**src/rtl/ann_pkg.sv**
```systemverilog
// Shared constants and FSM state type for the ANN feature loader.
// Frame checksum support is selected with the ANN_FRAME_CHECKSUM_EN macro.
package ann_pkg;
  localparam int N_FEAT      = 8;
  localparam int FEAT_W      = 16;
  localparam int STAGE_W     = 2;
  localparam int FRAME_BYTES = 2 * N_FEAT;

  typedef enum logic [1:0] {
    RECV,
    SETTLE,
    CAPTURE,
    RESP
  } state_t;
endpackage

```
**src/rtl/ann_frame_assembler.sv**
```systemverilog
// Byte counter, shadow register and optional checksum for one frame.
// ANN_FRAME_CHECKSUM_EN appends a modulo-256 sum byte to every frame.
module ann_frame_assembler
  import ann_pkg::*;
(
  input  logic                     clk,
  input  logic                     rst,
  input  logic [7:0]               byte_data,
  input  logic                     byte_en,
  output logic                     frame_ok,
  output logic                     frame_bad,
  output logic [FRAME_BYTES*8-1:0] frame_data
);
  localparam int W = FRAME_BYTES * 8;

`ifdef ANN_FRAME_CHECKSUM_EN
  localparam logic [4:0] LAST = 5'(FRAME_BYTES);
`else
  localparam logic [4:0] LAST = 5'(FRAME_BYTES - 1);
`endif

  logic [4:0]   cnt;
  logic [W-1:0] shadow;
  logic         last;

  assign last = byte_en && (cnt == LAST);

`ifdef ANN_FRAME_CHECKSUM_EN
  logic [7:0] sum;

  assign frame_ok   = last && (byte_data == sum);
  assign frame_bad  = last && (byte_data != sum);
  assign frame_data = shadow;

  always_ff @(posedge clk) begin
    if (rst || last) begin
      sum <= '0;
    end else if (byte_en) begin
      sum <= sum + byte_data;
    end
  end
`else
  // Top byte of the shadow is still zero when the final byte arrives.
  assign frame_ok   = last;
  assign frame_bad  = 1'b0;
  assign frame_data = {shadow[W-1:W-8] | byte_data,
                       shadow[W-9:0]};
`endif

  always_ff @(posedge clk) begin
    if (rst || last) begin
      cnt    <= '0;
      shadow <= '0;
    end else if (byte_en) begin
      cnt <= cnt + 5'd1;
      shadow[{cnt[3:0], 3'b000} +: 8] <= byte_data;
    end
  end
endmodule

```
**src/rtl/ann_feature_loader.sv**
```systemverilog
// Loads byte-serial feature frames, lets the classifier settle, captures
// its stage and hands it out on a valid/ready port. Macro: ANN_FRAME_CHECKSUM_EN.
module ann_feature_loader
  import ann_pkg::*;
#(
  parameter int SETTLE_CYCLES = 4,
  parameter int N_FEAT        = ann_pkg::N_FEAT
) (
  input  logic                       clk,
  input  logic                       rst,
  input  logic [7:0]                 in_data,
  input  logic                       in_valid,
  output logic                       in_ready,
  output logic [N_FEAT*FEAT_W-1:0]   feat_bus,
  input  logic [STAGE_W-1:0]         stage_in,
  output logic [STAGE_W-1:0]         res_stage,
  output logic                       res_valid,
  input  logic                       res_ready,
  output logic                       frame_err
);
  state_t                    state_q;
  state_t                    state_d;
  logic [7:0]                settle_cnt;
  logic                      settle_done;
  logic                      byte_en;
  logic                      frame_ok;
  logic                      frame_bad;
  logic [N_FEAT*FEAT_W-1:0]  frame_data;

  assign byte_en     = in_valid && in_ready;
  assign settle_done = (settle_cnt == 8'(SETTLE_CYCLES - 1));

  ann_frame_assembler u_asm (
    .clk        (clk),
    .rst        (rst),
    .byte_data  (in_data),
    .byte_en    (byte_en),
    .frame_ok   (frame_ok),
    .frame_bad  (frame_bad),
    .frame_data (frame_data)
  );

  always_comb begin
    state_d  = state_q;
    in_ready = 1'b0;
    unique case (state_q)
      RECV: begin
        in_ready = 1'b1;
        if (frame_ok) state_d = SETTLE;
      end
      SETTLE:  if (settle_done) state_d = CAPTURE;
      CAPTURE: state_d = RESP;
      RESP:    if (res_ready) state_d = RECV;
      default: state_d = RECV;
    endcase
  end

  always_ff @(posedge clk) begin
    if (rst) begin
      state_q    <= RECV;
      settle_cnt <= '0;
      feat_bus   <= '0;
      res_stage  <= '0;
      res_valid  <= 1'b0;
      frame_err  <= 1'b0;
    end else begin
      state_q   <= state_d;
      frame_err <= frame_bad;
      if (frame_ok) feat_bus <= frame_data;
      if (state_q == SETTLE) begin
        settle_cnt <= settle_done ? 8'd0 : settle_cnt + 8'd1;
      end
      if (state_q == CAPTURE) begin
        res_stage <= stage_in;
        res_valid <= 1'b1;
      end else if (state_q == RESP && res_ready) begin
        res_valid <= 1'b0;
      end
    end
  end
endmodule

```
**config.mk**
```make
export PLATFORM = sky130hd
export DESIGN_NAME = ann_feature_loader
export DESIGN_NICKNAME = d
export VERILOG_FILES = /design/src/rtl/ann_pkg.sv /design/src/rtl/ann_frame_assembler.sv /design/src/rtl/ann_feature_loader.sv
export SDC_FILE = /design/constraint.sdc
export NUM_CORES = 1
export LEC_CHECK = 0
export ABC_AREA = 1
export BUFFER_PORTS_ARGS = -buffer_cell sky130_fd_sc_hd__buf_2
export CAP_MARGIN = 20
export CELL_PAD_IN_SITES_DETAIL_PLACEMENT = 0
export CELL_PAD_IN_SITES_GLOBAL_PLACEMENT = 1
export CORE_UTILIZATION = 35
export CTS_CLUSTER_DIAMETER = 80
export DETAILED_ROUTE_END_ITERATION = 12
export GPL_TIMING_DRIVEN = 0
export PLACE_DENSITY = 0.74
export SETUP_SLACK_MARGIN = 0.4
export SYNTH_ARGS = -nofsm -noshare
export SYNTH_HDL_FRONTEND = slang
export SYNTH_SLANG_ARGS = --single-unit
```
**constraint.sdc**
```tcl
create_clock -name clk -period 6.4 [get_ports clk]
set_input_delay 0.96 -clock clk [delete_from_list [all_inputs] [get_ports clk]]
set_output_delay 0.96 -clock clk [all_outputs]
set_load 0.02 [all_outputs]
```
==> impl_metrics.tcl <==
set metrics [dict create \
    rows 62 \
    post-route-period-util 0.443 \
    async_flop_share 0 \
    yosys.area_share.adder 0.0119 \
    postSynthAreaPerCell_um2 7.59 \
    cts_setup_buffers 0 \
    cts_max_level 1 \
    reg2reg_from "u_asm.cnt[0]" \
    netlist_area_um2 10500 \
    first_global_vias 8931 \
    cts_resized 0 \
    insertion_delay_ns 0.55 \
    timing.rr.end "u_asm.shadow[5]" \
    min_period_ns 2.84 \
    hold_ws_ns 0.453 \
    drtPass1Iterations 4 \
    synth_area_leaders "dfxtp_1 (52%), nor2_1 (16%), o21ai_0 (8.0%)" \
    syn_nets 1404 \
    cts_made_buffers 30 \
    synthCells 1380 \
    cap_violations 0 \
    path_max_fanout 10 \
    coreArea_um2 29100 \
    rsz0062_at_grt "no" \
    synth_compound_area_frac 0.114 \
    hold_path_end "res_valid" \
    pin_count 147 \
    synth.distinct_cells 34 \
    rrSetupSlack_ns 3.56 \
    grt_overflow 0 \
    synth_edf_count 0 \
    status "finished clean" \
    worstPathCellList "inv_2, buf_4, buf_2, ha_1, buf_2, nor2_1, nand2_1, o21ai_0, nor2_1" \
    nFillCells 3126 \
    gp_congestion 0.969 \
    crit_path_end_kind "register" \
    root_buffer "clkbuf_16" \
    area_growth_pct 20.6 \
    die_y_um 175 \
    reg2reg_depth 9 \
    ys_seq_elements 274 \
    vias 9419 \
    startpoint "u_asm.cnt[0]" \
    min_path_cells 2 \
    synth_simple_gate_area_frac 0.299 \
    clockBufferDepth 3 \
    setup_violations 0 \
    tightest_slew_ns 0.823 \
    ys_warn_count 0 \
    finalClockSkew_ns 0.00897 \
    fmax_mhz 352 \
    yosysMostFrequentCell "nor2_1" \
    tns_ns 0 \
    wire_per_inst_um 15.9 \
    ir_drop_v 0.000164 \
    critPathLaunchType "register" \
    ys.flop_type "dfxtp_1" \
    vias_per_cell 4.80 \
    p_per_area_nw_per_um2 283 \
    yosysSeqAreaShare 0.524 \
    cpPeakStageDelay_ns 0.66 \
    crit_buf_inv 4 \
    cp_slowest_cell "nor2_1" \
    critical_path_class "register to register" \
    slew_viol_final 0 \
    dpl.hpwl_mm 23.2 \
    yosys.area.top_type "dfxtp_1" \
    final_core_util 0.434 \
    synthMuxAreaShare 0 \
    cp_data_arrival_time_ns 3.27 \
    cts_tree "yes" \
    hold_start "res_valid" \
    setup_ws_ns 3.56 \
    critical_path_required_ns 6.83 \
    grt_pass1_wl_mm 48.7 \
    synth_top_family_by_area "simple AND/OR/NAND/NOR gates" \
    dpl_worst_slack_ns 3.56 \
    wl_mm 31.2 \
    diodes 0 \
    nets 1580 \
    drive_gt1_frac 0.167 \
    dieArea_um2 30600 \
    synth_commonest_cells "nor2_1 (444), dfxtp_1 (274), o21ai_0 (167), nand2_1 (143), nand3_1 (92)" \
    cp_top_family "simple AND/OR/NAND/NOR gates" \
    path_clk_slew_ns 0.06 \
    drt_iter0_drc 566 \
    port_buffers 144 \
    relSlewSlack 0.449 \
    ant_nets 0 \
    grt_max_degree 15 \
    grt_usage 0.203 \
    initial_core_util 0.360 \
    die_w_um 175 \
    hold_viol 0 \
    synth-xor-area-share 0.00251 \
    hold_buffers 0 \
    numClockSinks 274 \
    antenna_found_initial 0 \
    drc 0 \
    hold_path.class "register to register" \
    power.leakage_nw 5.87 \
    synth.top_cell.area_share 0.524 \
]
[state kept, by name, indices dropped and copies added (netlist names)]
register      flops
feat_bus        128
res_stage         2
res_valid         1
settle_cnt        8
state_q           2
u_asm.cnt         5
u_asm.shadow    128
[stage by stage]
step / power (mW) / area, µm² / std cells
after floorplan: 1.90 / 10500 / 1380
after global routing: 3.71 / 12600 / 1964
final: 3.58 / 12600 / 1964
after CTS: 3.62 / 12600 / 1964
after detailed placement: 1.97 / 11700 / 1908
after global placement: 1.97 / 11700 / 1908
[kinds of logic after synthesis]
family,after synthesis
xor+xnor,3
fa+ha+maj,10
simple gates,737
compound gates,235
buf+inv,120
other cells,1
flops,274
[layout by cell type, fill, tap and decap left out, drive strengths merged]
cell	synthesis	final
clkbuf	37	87
nand3	97	97
a21oi	61	61
ha	10	10
nor3	23	23
inv	43	43
conb	1	1
nand2	156	156
clkinv	3	6
a211oi	1	1
xor2	3	3
clkinvlp	0	3
or2	1	1
buf	37	181
nor2	457	457
dfxtp	274	274
nor3b	3	3
o21ai	173	173
[worst max path at each step]
stage | endpoint | slack (ns) | cells after the start
after floorplan | u_asm.shadow[0] | 4.24 | 9
after global routing | u_asm.shadow[5] | 3.30 | 9
after global placement | u_asm.shadow[77] | 3.57 | 9
final | u_asm.shadow[5] | 3.56 | 9
after CTS | u_asm.shadow[5] | 3.63 | 9
after detailed placement | u_asm.shadow[104] | 3.56 | 7
[routing by layer]
layer  GRT usage  share of wire  vias up
met2       0.330           0.45      210
met1       0.277           0.48     4344
li1            -              -     4809
met3      0.0279          0.041       56
met4      0.0630          0.026        0
met5           0              0        -
[cell type report]
type	count	area, µm²	share of cell area
Sequential cell	274	5490	0.434
Multi-Input combinational cell	986	4470	0.354
Clock buffer	50	917	0.0726
Timing Repair Buffer	144	721	0.0571
Tap cell	384	480	0.0380
Buffer	74	342	0.0270
Inverter	46	174	0.0138
Clock inverter	6	37.5	0.00297
[worst reg2reg max path, cell delays in order, from the launching register on]
cell     delay [ns]
dfxtp_1        0.44
inv_2          0.10
buf_4          0.19
buf_2          0.19
ha_1           0.33
buf_2          0.20
nor2_1         0.66
nand2_1        0.30
o21ai_0        0.26
nor2_1         0.06
[report_power, final]
| part | switching [mW] | internal [mW] | leakage, nW |
|---|---|---|---|
| sequential | 0.00839 | 1.72 | 2.21 |
| combinational | 0.155 | 0.0498 | 3.21 |
| clock | 0.677 | 0.970 | 0.459 |
No activity file was read; power rests on OpenSTA's default activity.
